`src/rtl/ahb_lite_master.sv`:
```
// ahb_lite_master: AHB-lite initiator that turns queued client commands into pipelined single transfers.
// Latency: a command accepted at edge N is NONSEQ after N+1, in data phase after N+2, and completes after N+3.
//   Each wait state adds one cycle.
// Backpressure: cmd_ready drops when the command FIFO is full. hready=0 freezes the bus pipeline.
//   Responses cannot be stalled.
//
// Ports:
//   hclk, hresetn            clock and synchronous active-low reset
//   cmd_valid/cmd_ready      command handshake; cmd_write, cmd_addr, cmd_wdata carry the command
//   haddr/htrans/hwrite      AHB address phase
//   hwdata                   AHB write data, driven during the data phase
//   hrdata/hready            slave read data and ready
//   rsp_valid/rsp_addr/rsp_rdata  one-cycle read completion
//   wr_done                  one-cycle write completion
//   stat_wr_cnt/stat_rd_cnt/stat_wait_cnt  saturating counters, present only with AHB_MASTER_STATS_EN
module ahb_lite_master #(
  parameter int ADDR_WIDTH = 4,
  parameter int WORD_WIDTH = 8,
  parameter int CMD_DEPTH  = 4
) (
  input  logic                  hclk,
  input  logic                  hresetn,
  input  logic                  cmd_valid,
  output logic                  cmd_ready,
  input  logic                  cmd_write,
  input  logic [ADDR_WIDTH-1:0] cmd_addr,
  input  logic [WORD_WIDTH-1:0] cmd_wdata,
  output logic [ADDR_WIDTH-1:0] haddr,
  output logic [1:0]            htrans,
  output logic                  hwrite,
  output logic [WORD_WIDTH-1:0] hwdata,
  input  logic [WORD_WIDTH-1:0] hrdata,
  input  logic                  hready,
  output logic                  rsp_valid,
  output logic [ADDR_WIDTH-1:0] rsp_addr,
  output logic [WORD_WIDTH-1:0] rsp_rdata,
  output logic                  wr_done
`ifdef AHB_MASTER_STATS_EN
  ,
  output logic [15:0]           stat_wr_cnt,
  output logic [15:0]           stat_rd_cnt,
  output logic [15:0]           stat_wait_cnt
`endif
);

  localparam int PW = $clog2(CMD_DEPTH);
  localparam logic [1:0] HTRANS_IDLE   = 2'b00;
  localparam logic [1:0] HTRANS_NONSEQ = 2'b10;

  typedef struct packed {
    logic                  write;
    logic [ADDR_WIDTH-1:0] addr;
    logic [WORD_WIDTH-1:0] wdata;
  } cmd_t;

  // ---------------------------------------------------------------------------
  // Command FIFO. The pointers carry one extra wrap bit, so equal pointers mean
  // empty, and pointers that differ only in the wrap bit mean full.
  // ---------------------------------------------------------------------------
  cmd_t          fifo_q [CMD_DEPTH];
  logic [PW:0]   wr_ptr_q, rd_ptr_q;
  logic          fifo_empty, fifo_full;
  logic          push, pop;
  cmd_t          cmd_in, head;

  assign fifo_empty = (wr_ptr_q == rd_ptr_q);
  assign fifo_full  = (wr_ptr_q[PW] != rd_ptr_q[PW]) &&
                      (wr_ptr_q[PW-1:0] == rd_ptr_q[PW-1:0]);

  // cmd_ready comes from the full flag only. A pop in the same cycle cannot free a slot early.
  assign cmd_ready  = hresetn && !fifo_full;
  assign push       = cmd_valid && cmd_ready;

  // The pop looks only at registered FIFO state.
  // A command pushed this cycle therefore cannot be issued until the next edge.
  assign pop        = hready && !fifo_empty;

  assign cmd_in     = '{write: cmd_write, addr: cmd_addr, wdata: cmd_wdata};
  assign head       = fifo_q[rd_ptr_q[PW-1:0]];

  always_ff @(posedge hclk) begin
    if (push) begin
      fifo_q[wr_ptr_q[PW-1:0]] <= cmd_in;
    end
  end

  always_ff @(posedge hclk) begin
    if (!hresetn) begin
      wr_ptr_q <= '0;
      rd_ptr_q <= '0;
    end else begin
      if (push) wr_ptr_q <= wr_ptr_q + (PW+1)'(1);
      if (pop)  rd_ptr_q <= rd_ptr_q + (PW+1)'(1);
    end
  end

  // ---------------------------------------------------------------------------
  // Bus pipeline: address phase (AP) -> data phase (DP) -> completion pulse.
  // ap_wdata rides with the address phase. This keeps hwdata aligned with its
  // own transfer when the transfer moves into the data phase.
  // ---------------------------------------------------------------------------
  logic [ADDR_WIDTH-1:0] haddr_q,    haddr_d;
  logic [1:0]            htrans_q,   htrans_d;
  logic                  hwrite_q,   hwrite_d;
  logic [WORD_WIDTH-1:0] ap_wdata_q, ap_wdata_d;
  logic                  dp_valid_q, dp_valid_d;
  logic                  dp_write_q, dp_write_d;
  logic [ADDR_WIDTH-1:0] dp_addr_q,  dp_addr_d;
  logic [WORD_WIDTH-1:0] hwdata_q,   hwdata_d;
  logic                  rsp_valid_q, rsp_valid_d;
  logic [ADDR_WIDTH-1:0] rsp_addr_q,  rsp_addr_d;
  logic [WORD_WIDTH-1:0] rsp_rdata_q, rsp_rdata_d;
  logic                  wr_done_q,   wr_done_d;

  always_comb begin
    haddr_d     = haddr_q;
    htrans_d    = htrans_q;
    hwrite_d    = hwrite_q;
    ap_wdata_d  = ap_wdata_q;
    dp_valid_d  = dp_valid_q;
    dp_write_d  = dp_write_q;
    dp_addr_d   = dp_addr_q;
    hwdata_d    = hwdata_q;
    rsp_valid_d = 1'b0;
    rsp_addr_d  = rsp_addr_q;
    rsp_rdata_d = rsp_rdata_q;
    wr_done_d   = 1'b0;

    // With hready low, everything above holds and no completion pulse is produced.
    if (hready) begin
      dp_valid_d = (htrans_q == HTRANS_NONSEQ);
      dp_write_d = hwrite_q;
      dp_addr_d  = haddr_q;
      hwdata_d   = ap_wdata_q;

      if (!fifo_empty) begin
        haddr_d    = head.addr;
        hwrite_d   = head.write;
        ap_wdata_d = head.wdata;
        htrans_d   = HTRANS_NONSEQ;
      end else begin
        htrans_d   = HTRANS_IDLE;
      end

      if (dp_valid_q) begin
        if (dp_write_q) begin
          wr_done_d   = 1'b1;
        end else begin
          rsp_valid_d = 1'b1;
          rsp_addr_d  = dp_addr_q;
          rsp_rdata_d = hrdata;
        end
      end
    end
  end

  always_ff @(posedge hclk) begin
    if (!hresetn) begin
      haddr_q     <= '0;
      htrans_q    <= HTRANS_IDLE;
      hwrite_q    <= 1'b0;
      ap_wdata_q  <= '0;
      dp_valid_q  <= 1'b0;
      dp_write_q  <= 1'b0;
      dp_addr_q   <= '0;
      hwdata_q    <= '0;
      rsp_valid_q <= 1'b0;
      rsp_addr_q  <= '0;
      rsp_rdata_q <= '0;
      wr_done_q   <= 1'b0;
    end else begin
      haddr_q     <= haddr_d;
      htrans_q    <= htrans_d;
      hwrite_q    <= hwrite_d;
      ap_wdata_q  <= ap_wdata_d;
      dp_valid_q  <= dp_valid_d;
      dp_write_q  <= dp_write_d;
      dp_addr_q   <= dp_addr_d;
      hwdata_q    <= hwdata_d;
      rsp_valid_q <= rsp_valid_d;
      rsp_addr_q  <= rsp_addr_d;
      rsp_rdata_q <= rsp_rdata_d;
      wr_done_q   <= wr_done_d;
    end
  end

  assign haddr     = haddr_q;
  assign htrans    = htrans_q;
  assign hwrite    = hwrite_q;
  assign hwdata    = hwdata_q;
  assign rsp_valid = rsp_valid_q;
  assign rsp_addr  = rsp_addr_q;
  assign rsp_rdata = rsp_rdata_q;
  assign wr_done   = wr_done_q;

`ifdef AHB_MASTER_STATS_EN
  // The counters step on the same edge that raises the matching pulse.
  logic [15:0] stat_wr_q, stat_rd_q, stat_wait_q;

  always_ff @(posedge hclk) begin
    if (!hresetn) begin
      stat_wr_q   <= '0;
      stat_rd_q   <= '0;
      stat_wait_q <= '0;
    end else begin
      if (wr_done_d && (stat_wr_q != 16'hFFFF))
        stat_wr_q <= stat_wr_q + 16'd1;
      if (rsp_valid_d && (stat_rd_q != 16'hFFFF))
        stat_rd_q <= stat_rd_q + 16'd1;
      if (!hready && dp_valid_q && (stat_wait_q != 16'hFFFF))
        stat_wait_q <= stat_wait_q + 16'd1;
    end
  end

  assign stat_wr_cnt   = stat_wr_q;
  assign stat_rd_cnt   = stat_rd_q;
  assign stat_wait_cnt = stat_wait_q;
`endif

endmodule

```
`config.mk`:
```
export PLATFORM = sky130hd
export DESIGN_NAME = ahb_lite_master
export DESIGN_NICKNAME = d
export VERILOG_FILES = /design/src/rtl/ahb_lite_master.sv
export SDC_FILE = /design/constraint.sdc
export NUM_CORES = 1
export LEC_CHECK = 0
export ABC_AREA = 1
export BUFFER_PORTS_ARGS = -buffer_cell sky130_fd_sc_hd__buf_2
export CAP_MARGIN = 20
export CORE_MARGIN = 5
export CORE_UTILIZATION = 55
export DETAILED_ROUTE_END_ITERATION = 10
export GPL_ROUTABILITY_DRIVEN = 0
export GPL_TIMING_DRIVEN = 0
export HOLD_SLACK_MARGIN = 0.03
export PLACE_DENSITY = 0.77
export SLEW_MARGIN = 20
export SYNTH_ARGS = -nofsm -noshare
export SYNTH_HDL_FRONTEND = slang
export SYNTH_SLANG_ARGS = --single-unit
```
`constraint.sdc`:
```
create_clock -name hclk -period 5.4 [get_ports hclk]
set_input_delay 0 -clock hclk [delete_from_list [all_inputs] [get_ports hclk]]
set_output_delay 0 -clock hclk [all_outputs]
set_load 0.02 [all_outputs]
```
==> results of run 1 <==
==> layer usage <==
layer	vias to the layer above	GRT usage [%]	share of wire (%)
met3	10	3.61	6.7
met4	0	9.15	1.6
met1	1355	23.6	42
met5	-	0	0
met2	98	34.7	49
li1	1459	-	-
==> power by group through the flow <==
stage | registers, W | logic, W | clock network, W
floorplan | 0.000899 | 0.000161 | 0
global placement | 0.000881 | 0.000259 | 0
detailed placement | 0.000883 | 0.000264 | 0
CTS | 0.000866 | 0.000279 | 0.000573
global route | 0.000870 | 0.000312 | 0.000610
finish | 0.000866 | 0.000280 | 0.000571
==> critical path, stage by stage (launching register included) <==
cell and delay, ns:
dfxtp_1 0.55, inv_2 0.14, nand2_1 0.09, nand2_1 0.08
nand3_1 0.13, nand3_2 0.20, nor2_2 0.66
==> how the worst max path moves through the flow <==
stage                        startpoint                     end
3_5_place_dp   rd_ptr_q[1]$_SDFFE_PN0P_  fifo_q[2][6]$_DFFE_PP_
2_1_floorplan  wr_ptr_q[0]$_SDFFE_PN0P_  fifo_q[0][0]$_DFFE_PP_
5_1_grt        rd_ptr_q[1]$_SDFFE_PN0P_  fifo_q[3][1]$_DFFE_PP_
3_3_place_gp   rd_ptr_q[1]$_SDFFE_PN0P_  fifo_q[3][6]$_DFFE_PP_
4_1_cts        rd_ptr_q[1]$_SDFFE_PN0P_  fifo_q[2][2]$_DFFE_PP_
6_report       rd_ptr_q[1]$_SDFFE_PN0P_  fifo_q[3][3]$_DFFE_PP_
==> flip-flops by register name (all words and copies together), names as in the netlist <==
name        flops
wr_ptr_q        3
rsp_rdata       8
rd_ptr_q        3
dp_valid_q      1
dp_write_q      1
wr_done         1
htrans          1
rsp_valid       1
fifo_q         52
hwrite          1
hwdata          8
ap_wdata_q      8
dp_addr_q       4
rsp_addr        4
haddr           4
==> metrics by stage <==
| stage | setup WS (ns) | power, W |
|---|---|---|
| floorplan | 3.57 | 0.00106 |
| global placement | 2.91 | 0.00114 |
| detailed placement | 3.21 | 0.00115 |
| CTS | 3.18 | 0.00172 |
| global route | 3.07 | 0.00179 |
| finish | 3.19 | 0.00172 |
==> logic make-up after synthesis <==
family / after synthesis / share of synthesized area [%]
AND/OR/NAND/NOR: 147 / 15.2
flip-flops: 100 / 65.5
AO/OA/AOI/OAI: 82 / 11.2
buffers and inverters: 51 / 6.04
adder cells (fa/ha/maj): 5 / 1.62
XOR/XNOR: 2 / 0.455
other: 1 / 0.0973
==> synthesized netlist by cell type, drive strengths merged, types with 2 or more instances <==
| library cell | n |
|---|---|
| a21oi | 15 |
| buf | 14 |
| dfxtp | 48 |
| nor2 | 90 |
| clkbuf | 7 |
| ha | 5 |
| nand2 | 50 |
| o22ai | 13 |
| nand3 | 6 |
| inv | 30 |
| edfxtp | 52 |
| xor2 | 2 |
| o21ai | 54 |
==> cell type report <==
| cell class | count | area (µm²) |
|---|---|---|
| sequential | 100 | 2520 |
| fill | 526 | 2070 |
| multi-input combinational | 237 | 1110 |
| timing repair buffer | 76 | 495 |
| clock buffer | 9 | 124 |
| clock inverter | 7 | 123 |
| buffer | 21 | 120 |
| tap | 96 | 120 |
| inverter | 30 | 113 |
==> results.txt, run 1 <==
----------------------------------------------------
[Floorplan]
  Number of cell rows ... 30
  Die Outline Area ... 0.00878 mm²
  Die outline width ... 93.7 µm
  Starting density of the core ... 56.7%
  Io pins ... 55
  Die Height ... 93.7 µm
  Core outline area ... 0.00679 mm²

[STA]
  Setup repair after global routing missed its margin ... false
  Max-slew violation count ... 0
  Final hold vios ... 0
  Final-layout worst hold slack ... 0.102 ns
  Slew at the pin closest to its max-slew limit ... 0.785 ns
  Worst Skew ... 0.00520 ns
  Final number of setup-violating endpoints ... 0
  Setup TNS Final ... 0 ns
  Time the worst path needs with I/O delays and setup ... 2.21 ns
  Tightest slew margin relative to the limit ... 47.6%
  Final cycle utilization of the critical path ... 40.9%
  Max Freq ... 0.453 GHz

[Min path]
  Hold Path Class ... in2reg
  WHS Endpoint ... dp_write_q$_SDFFE_PN0P_
  Startpoint of the most critical hold path ... hresetn
  Hold Path Stages ... 4

[Power and ir drop]
  Net switching power ... 0.000461 W
  Clock Power Share ... 33.3%
  Part of the power in combinational logic ... 16.3%
  Total power density per cell area ... 363 mW/mm²
  Standby leakage power ... 2.03 nW
  Int Power ... 0.00125 W
  VDD IR-drop max ... 210 µV
  Portion of total power attributed to sequential cells ... 50.4%
  Switching Share ... 26.9%

[Synth]
  Share of the yosys chip area belonging to registers ... 65.5%
  Leading cell types by total area after synthesis ... edfxtp_1 (41%), dfxtp_1 (25%), nor2_1 (8.8%)
  Average size of a mapped cell ... 9.93 µm²
  Number of enable flip-flop cells after synthesis ... 52
  Warning count from the yosys run ... 0
  Yosys top cell by area ... edfxtp_1
  Dominant synthesized flop cell ... edfxtp_1
  Area share of the largest cell type after synthesis ... 40.5%
  Post-synthesis instance area ... 0.00385 mm²
  Post-synth cell types ... 25
  Number of synthesized register bits ... 100
  Number of nets produced by synthesis ... 418
  Async set-reset flop share out of synthesis ... 0%
  Number of standard cells after synthesis ... 388

[Setup path]
  Required arrival time at the worst endpoint ... 5.40 ns
  Critical path startpoint category ... flip-flop
  Sort of element at the end of the critical path ... flip-flop
  Critical register-to-register path startpoint ... rd_ptr_q[1]$_SDFFE_PN0P_
  Reg-to-Reg End ... fifo_q[3][3]$_DFFE_PP_
  Biggest fanout along the worst timing path ... 13
  Depth of the worst register-to-register path ... 6
  Worst endpoint data arrival time ... 2.21 ns
  Type of the setup path with the least slack ... reg2reg
  Setup slack of the most critical reg-to-reg path ... 3.19 ns

[Clocking]
  Number of gates resized after CTS ... 0
  CTS Sinks ... 100
  Buffers inserted during post-CTS setup optimization ... 0
  Clock tree buffer depth ... 2
  Clock tree from TritonCTS ... built
  Clock-pin transition on the worst setup and hold timing paths ... 0.09 ns
  Number of buffers created by CTS ... 9
  Number of buffers added to fix hold violations after cts ... 23
  Clock tree root buffer cell ... clkbuf_8
  Clock network latency to the later pin of the worst-skew pair ... 0.36 ns
  CTS H-Tree Depth ... 3

[Status]
  Run status ... completed

[Global routing]
  Global-route congestion overflow total ... 0
  Largest net degree at the start of global routing ... 18
  First-pass GRT wire length ... 13400 µm
  Global-route usage over all layers ... 19.8%
  Antenna violations before repair ... 0
  Via count of the first global-routing pass ... 2807

[Placed design]
  Detailed placer's ending HPWL ... 5420 µm
  Placed Instances ... 537
  Buffers on Ports ... 53
  Placed instance area ... 0.00425 mm²

[Route]
  Starting DRT DRC Count ... 152
  Total routed wirelength ... 8290 µm
  Total DRC errors in the routed layout ... 0
  Wirelength per Cell ... 14.4 µm
  Antenna-violating nets left ... 0
  Total iterations of the first detailed-routing run ... 4
  Detailed-route vias per instance ... 5.07
  Via count ... 2922

[Cells and area]
  Most common library cell in the layout ignoring fill and taps ... nor2_1
  Layout overhead on the synthesized area ... 22.6%
  Commonest cells after routing, fill and taps aside ... nor2_1 (86), buf_2 (61), o21ai_0 (52), edfxtp_1 (52), dfxtp_1 (48)
  Final net count ... 505
  Fraction of layout cells with a size suffix above 1 ... 19.8%
  Cell Count, Final, Fillers Out ... 576
  Total inserted antenna cells ... 0
  Final design area excluding fillers ... 0.00473 mm²
  Core occupancy in the finished layout ... 69.6%

[Run]
  Max-Cap Viols ... 0

----------------------------------------------------
No activity file was read; power rests on OpenSTA's default activity.
==> run 2: changes to the inputs <==
ABC_AREA = 0   (was 1)
CORE_UTILIZATION = 51   (was 55)
PLACE_DENSITY = 0.75   (was 0.77)
clock period = 1.8 ns   (was 5.4 ns; I/O delays follow)
==> run 2 against run 1 <==
  * Clock skew grew 0.0027 ns
  * Synthesized cell count fell by 26%
  * Cell count is 16% lower
  * Non-clock buffer count fell by 1
  * Maximum frequency is 30% higher
  * Global-route usage decreased by 3.5 points
  * Sequential power rose to 3.0 times the previous value
  * Clock power rose to 2.6 times the previous value
  * Via count shrank 17%
  * Largest power group unchanged
  * Hold slack lost 0.042 ns
  * Critical endpoint is now fifo_q[0][1]$_DFFE_PP_
  * Largest cell class unchanged
  * Count of clock-buffer cells in the layout unchanged
  * Combinational power grew to 2.7 times the previous value
==> results.txt, run 2 <==
----------------------------------------------------
[Floorplan]
  Die Height ... 98.2 µm
  Io pins ... 55
  Number of cell rows ... 32
  Core outline area ... 0.00765 mm²
  Die outline width ... 98.2 µm
  Die Outline Area ... 0.00965 mm²
  Starting density of the core ... 51.9%

[Placed design]
  Detailed placer's ending HPWL ... 4880 µm
  Worst setup slack after placement ... -0.313 ns
  Buffers on Ports ... 52
  Placed Instances ... 441

[Global routing]
  Largest net degree at the start of global routing ... 19
  Antenna violations before repair ... 0
  Via count of the first global-routing pass ... 2450
  First-pass GRT wire length ... 12400 µm
  Global-route congestion overflow total ... 0
  Global-route usage over all layers ... 16.3%

[STA]
  Time the worst path needs with I/O delays and setup ... 1.70 ns
  Post-route setup slack ... 0.100 ns
  Worst Skew ... 0.00793 ns
  Slew at the pin closest to its max-slew limit ... 0.607 ns
  Max Freq ... 0.588 GHz
  Final hold vios ... 0
  Final number of setup-violating endpoints ... 0
  Max-slew violation count ... 0
  Tightest slew margin relative to the limit ... 59.6%
  Final cycle utilization of the critical path ... 94.4%
  Setup repair after global routing missed its margin ... true

[Synth]
  Dominant synthesized flop cell ... edfxtp_1
  Post-synth cell types ... 36
  List of most frequent post-synthesis cells ... nand2_1 (60), edfxtp_1 (52), dfxtp_1 (48), mux2i_1 (31), nor2b_1 (14)
  Multiplexer fraction of the synthesized cell area ... 15.3%
  Yosys top cell by area ... edfxtp_1
  Simple-gate area share of the yosys netlist ... 10.9%
  Leading cell types by total area after synthesis ... edfxtp_1 (39%), dfxtp_1 (24%), mux2i_1 (7.8%)
  Number of nets produced by synthesis ... 317
  Area share of the largest cell type after synthesis ... 39.3%
  Largest family of logic cells by synthesized area ... multiplexers
  Async set-reset flop share out of synthesis ... 0%
  Post-synthesis instance area ... 0.00397 mm²
  XOR/XNOR share of the synthesized area ... 1.58%
  Share of the yosys chip area belonging to registers ... 63.5%
  Most frequently used cell type in the post-synthesis netlist ... nand2_1
  Number of standard cells after synthesis ... 287
  Average size of a mapped cell ... 13.8 µm²
  Number of enable flip-flop cells after synthesis ... 52
  Share of synthesized cell area in full adder, half adder and majority cells ... 1.58%
  Warning count from the yosys run ... 0
  Number of synthesized register bits ... 100
  Compound-Gate Fraction of Synth Area ... 3.88%

[Power and ir drop]
  Int Power ... 0.00356 W
  Net switching power ... 0.00125 W
  VDD IR-drop max ... 769 µV
  Standby leakage power ... 1.93 nW
  Switching Share ... 26.0%
  Portion of total power attributed to sequential cells ... 53.6%
  Clock Power Share ... 30.5%
  Total power density per cell area ... 989 mW/mm²
  Part of the power in combinational logic ... 15.9%

[Clocking]
  Number of buffers created by CTS ... 9
  Clock tree buffer depth ... 2
  CTS Sinks ... 100
  Clock network latency to the later pin of the worst-skew pair ... 0.36 ns
  CTS H-Tree Depth ... 3
  Clock tree from TritonCTS ... built
  Clock-pin transition on the worst setup and hold timing paths ... 0.10 ns
  Clock tree root buffer cell ... clkbuf_8

[Cells and area]
  Cell Count, Final, Fillers Out ... 484
  Layout overhead on the synthesized area ... 22.5%
  Fraction of layout cells with a size suffix above 1 ... 27.0%
  Largest register FFs ... 52
  Final net count ... 407
  Most common library cell in the layout ignoring fill and taps ... nand2_1
  Total inserted antenna cells ... 0
  Commonest cells after routing, fill and taps aside ... nand2_1 (60), buf_2 (56), edfxtp_1 (52)

[Route]
  Via count ... 2414
  Met1 layer wirelength in the final routing ... 3450 µm
  Starting DRT DRC Count ... 84
  WL met3 ... 358 µm
  Wire length on met2 ... 3580 µm
  Total DRC errors in the routed layout ... 0
  Highest metal layer with signal wires ... met4
  Total iterations of the first detailed-routing run ... 4
  Total routed wirelength ... 7560 µm
  Wirelength per Cell ... 15.6 µm
  Antenna-violating nets left ... 0
  Detailed-route vias per instance ... 4.99

[Min path]
  WHS Endpoint ... wr_ptr_q[2]$_SDFFE_PN0P_
  Hold Path Class ... in2reg
  Hold Path Stages ... 3
  Startpoint of the most critical hold path ... cmd_valid

[Setup path]
  Depth of the worst register-to-register path ... 4
  Reg-to-Reg End ... fifo_q[0][1]$_DFFE_PP_
  Worst endpoint data arrival time ... 1.77 ns
  Type of the setup path with the least slack ... reg2reg
  Critical register-to-register path startpoint ... rd_ptr_q[0]$_SDFFE_PN0P_
  Setup slack of the most critical reg-to-reg path ... 0.10 ns
  Critical path startpoint category ... flip-flop
  Biggest fanout along the worst timing path ... 17
  Sort of element at the end of the critical path ... flip-flop
  Required arrival time at the worst endpoint ... 1.87 ns

[Run]
  Max-Cap Viols ... 0

[Status]
  Run status ... completed

----------------------------------------------------
run 2: kinds of logic after synthesis:
group                    after synthesis
AO/OA/AOI/OAI                         19
XOR/XNOR                               5
adder cells (fa/ha/maj)                5
buffers and inverters                 23
flip-flops                           100
multiplexers                          44
other                                  1
AND/OR/NAND/NOR                       90
run 2: worst max-delay path by stage:
| stage | cells past startpoint | end | start | slack, ns |
|---|---|---|---|---|
| floorplan | 5 | fifo_q[0][0]$_DFFE_PP_ | rd_ptr_q[0]$_SDFFE_PN0P_ | 0.04 |
| CTS | 5 | ap_wdata_q[4]$_SDFFE_PN0P_ | rd_ptr_q[0]$_SDFFE_PN0P_ | 0.02 |
| finish | 4 | fifo_q[0][1]$_DFFE_PP_ | rd_ptr_q[0]$_SDFFE_PN0P_ | 0.10 |
| global route | 4 | fifo_q[0][8]$_DFFE_PP_ | rd_ptr_q[0]$_SDFFE_PN0P_ | -0.01 |
| global placement | 5 | fifo_q[3][2]$_DFFE_PP_ | rd_ptr_q[0]$_SDFFE_PN0P_ | -0.29 |
| detailed placement | 5 | fifo_q[1][0]$_DFFE_PP_ | rd_ptr_q[0]$_SDFFE_PN0P_ | -0.31 |
run 2: timing repair:
item / 4_1_cts / 5_1_grt
hold buffers: 22 / 0
pin swaps: 1 / 1
endpoints found under the setup margin: 53 / 24
gates cloned: 1 / 0
gates resized for setup: 10 / 2
endpoints found under the hold margin: 61 / 0
setup buffers: 0 / 5
run 2: stage by stage:
| step | instance area (µm²) | TNS [ns] | util [%] | power (W) | hold slack [ns] |
|---|---|---|---|---|---|
| after global placement | 4360 | -14.54 | 57.0 | 0.00331 | 0.211 |
| final | 4860 | 0 | 63.6 | 0.00481 | 0.0599 |
| after floorplan | 3970 | 0 | - | 0.00314 | 0.0989 |
| after detailed placement | 4360 | -15.37 | 57.0 | 0.00333 | 0.218 |
| after global routing | 4860 | -0.0598 | 63.6 | 0.00502 | 0.0840 |
| after CTS | 4820 | 0 | 63.0 | 0.00482 | 0.0432 |
run 2: critical path: stages, from the launching register on:
cell	delay (ns)
dfxtp_1	0.38
buf_8	0.22
xnor2_1	0.14
a31oi_2	0.34
and3_4	0.33
run 2: area by class of cell:
| type | instances | area, µm² |
|---|---|---|
| plain buffers | 17 | 103 |
| clock buffers | 9 | 124 |
| clock inverters | 7 | 83.8 |
| fillers | 583 | 2780 |
| inverters | 5 | 18.8 |
| multi-input cells | 165 | 1370 |
| flip-flops and latches | 100 | 2520 |
| well taps | 102 | 128 |
| repair buffers | 79 | 518 |
run 2: power by group through the flow:
stage	Sequential [W]	Combinational (W)	Clock, W
after floorplan	0.00266	0.000474	0
after global placement	0.00263	0.000681	0
final	0.00258	0.000764	0.00147
after global routing	0.00259	0.000835	0.00159
after CTS	0.00258	0.000738	0.00150
after detailed placement	0.00263	0.000694	0
run 2: metal layers:
metal  up-vias  GRT usage (%)
met3        15           3.07
met5         -              0
met1      1144           21.5
met4         0           6.30
li1       1202              -
met2        53           27.0
==> run 3: changes to the inputs <==
--- a/config.mk
+++ b/config.mk
@@ -11,4 +11,5 @@
 export CORE_MARGIN = 5
 export CORE_UTILIZATION = 51
+export CTS_CLUSTER_SIZE = 25
 export DETAILED_ROUTE_END_ITERATION = 10
 export GPL_ROUTABILITY_DRIVEN = 0
@@ -16,4 +17,5 @@
 export HOLD_SLACK_MARGIN = 0.03
 export PLACE_DENSITY = 0.75
+export SKIP_CTS_REPAIR_TIMING = 1
 export SLEW_MARGIN = 20
 export SYNTH_ARGS = -nofsm -noshare
==> constraint.sdc (replaced) <==
create_clock -name hclk -period 1.8 [get_ports hclk]
set_input_delay 0.18 -clock hclk [delete_from_list [all_inputs] [get_ports hclk]]
set_output_delay 0.18 -clock hclk [all_outputs]
set_load 0.02 [all_outputs]
==> run 3 against run 2 <==
  * Count of clock-buffer cells in the layout unchanged
  * First-iteration DRC count decreased by 6.0%
  * Total power increased by 0.61%
  * Combinational power increased by 2%
  * Sequential power about the same
  * Critical path type is now reg2out
==> results.txt, run 3 (synthesized netlist as in run 2, its figures left out) <==
----------------------------------------------------
[Status]
  Run status ... completed

[Global routing]
  Largest net degree at the start of global routing ... 19
  Antenna violations before repair ... 0
  First-pass GRT wire length ... 11600 µm
  Global-route usage over all layers ... 15.3%
  Via count of the first global-routing pass ... 2298
  Global-route congestion overflow total ... 0

[Floorplan]
  Number of cell rows ... 32
  Die outline width ... 98.2 µm
  Starting density of the core ... 51.9%
  Die Outline Area ... 0.00965 mm²
  Io pins ... 55
  Die Height ... 98.2 µm
  Core outline area ... 0.00765 mm²

[Run]
  Max-Cap Viols ... 0

[STA]
  Worst Skew ... 0.00955 ns
  Final-layout worst hold slack ... 0.0340 ns
  Final cycle utilization of the critical path ... 99.1%
  Max Freq ... 0.560 GHz
  Max-slew violation count ... 0
  Final number of setup-violating endpoints ... 0
  Slew at the pin closest to its max-slew limit ... 0.503 ns
  Final hold vios ... 0
  Tightest slew margin relative to the limit ... 66.5%
  Time the worst path needs with I/O delays and setup ... 1.78 ns

[Placed design]
  Buffers on Ports ... 52
  Detailed placer's ending HPWL ... 4880 µm
  Placed Instances ... 441

[Clocking]
  Clock tree root buffer cell ... clkbuf_8
  CTS Sinks ... 100
  Clock tree buffer depth ... 2
  Clock tree from TritonCTS ... built
  Clock network latency to the later pin of the worst-skew pair ... 0.36 ns
  CTS H-Tree Depth ... 3
  Clock-pin transition on the worst setup and hold timing paths ... 0.09 ns
  Number of buffers created by CTS ... 9

[Route]
  Detailed-route vias per instance ... 5.04
  Starting DRT DRC Count ... 79
  Via count ... 2345
  Total DRC errors in the routed layout ... 0
  Antenna-violating nets left ... 0
  Wirelength per Cell ... 15.4 µm
  Total routed wirelength ... 7170 µm
  Total iterations of the first detailed-routing run ... 4

[Cells and area]
  Final net count ... 388
  Layout overhead on the synthesized area ... 18.8%
  Most common library cell in the layout ignoring fill and taps ... nand2_1
  Number of filler instances in the final layout ... 592
  Total inserted antenna cells ... 0
  Cell Count, Final, Fillers Out ... 465
  Fraction of layout cells with a size suffix above 1 ... 30.9%
  Largest register FFs ... 52
  Commonest cells after routing, fill and taps aside ... nand2_1 (60), buf_2 (55), edfxtp_1 (52)

[Power and ir drop]
  Standby leakage power ... 1.87 nW
  Total power density per cell area ... 1030 mW/mm²
  VDD IR-drop max ... 774 µV
  Post-layout total power ... 0.00484 W

[Setup path]
  Required arrival time at the worst endpoint ... 1.62 ns
  Critical path startpoint category ... flip-flop
  Worst endpoint data arrival time ... 1.60 ns
  Sort of element at the end of the critical path ... output port
  Type of the setup path with the least slack ... reg2out
  Biggest fanout along the worst timing path ... 6

[Min path]
  Hold Path Class ... in2reg

----------------------------------------------------
-- run 3: final cells by class --
class                   count  area (µm²)  share of cell area, %
plain buffers              18         120                   2.55
clock buffers               9         124                   2.63
clock inverters             7        83.8                   1.78
inverters                   5        18.8                  0.398
multi-input cells         164        1390                   29.5
flip-flops and latches    100        2530                   53.6
well taps                 102         128                   2.71
repair buffers             60         325                   6.90
-- run 3: stage by stage --
stage	util (%)	instance area, µm²	setup slack (ns)	TNS, ns
floorplan	-	3970	0.0407	0
global placement	57.0	4360	-0.294	-14.54
detailed placement	57.0	4360	-0.313	-15.37
CTS	59.7	4570	-0.332	-16.54
global route	61.7	4720	-0.0430	-0.0430
finish	61.7	4720	0.0154	0
-- run 3: final timing paths --
| kind | start | cells past startpoint | slack (ns) | endpoint |
|---|---|---|---|---|
| worst min register to register | rsp_addr[0]$_SDFFE_PN0P_ | 2 | 0.46 | rsp_addr[0]$_SDFFE_PN0P_ |
| worst min-delay path | cmd_addr[0] | 1 | 0.03 | fifo_q[0][8]$_DFFE_PP_ |
| worst max register to register | rd_ptr_q[0]$_SDFFE_PN0P_ | 5 | 0.11 | fifo_q[0][1]$_DFFE_PP_ |
| worst max-delay path | wr_ptr_q[2]$_SDFFE_PN0P_ | 4 | 0.02 | cmd_ready |
-- run 3: power by group --
group          internal, W  leakage (nW)  switching (W)
registers          0.00252         0.863      0.0000678
clock network     0.000667         0.102       0.000807
logic             0.000393         0.903       0.000390
-- run 3: metal layers --
metal | share of wire [%] | global-route usage, % | routed length [µm] | vias up
met5 | 0 | 0 | 0 | -
met4 | 1.8 | 5.36 | 126 | 0
met3 | 5.3 | 2.93 | 383 | 13
met2 | 46 | 24.5 | 3300 | 60
met1 | 47 | 21.0 | 3360 | 1110
li1 | - | - | - | 1162
-- run 3: critical path, stage by stage, from the launching register on --
cell and delay, ns:
dfxtp_1 0.47, xor2_4 0.28, nand3_2 0.16, and2_4 0.19, buf_4 0.15
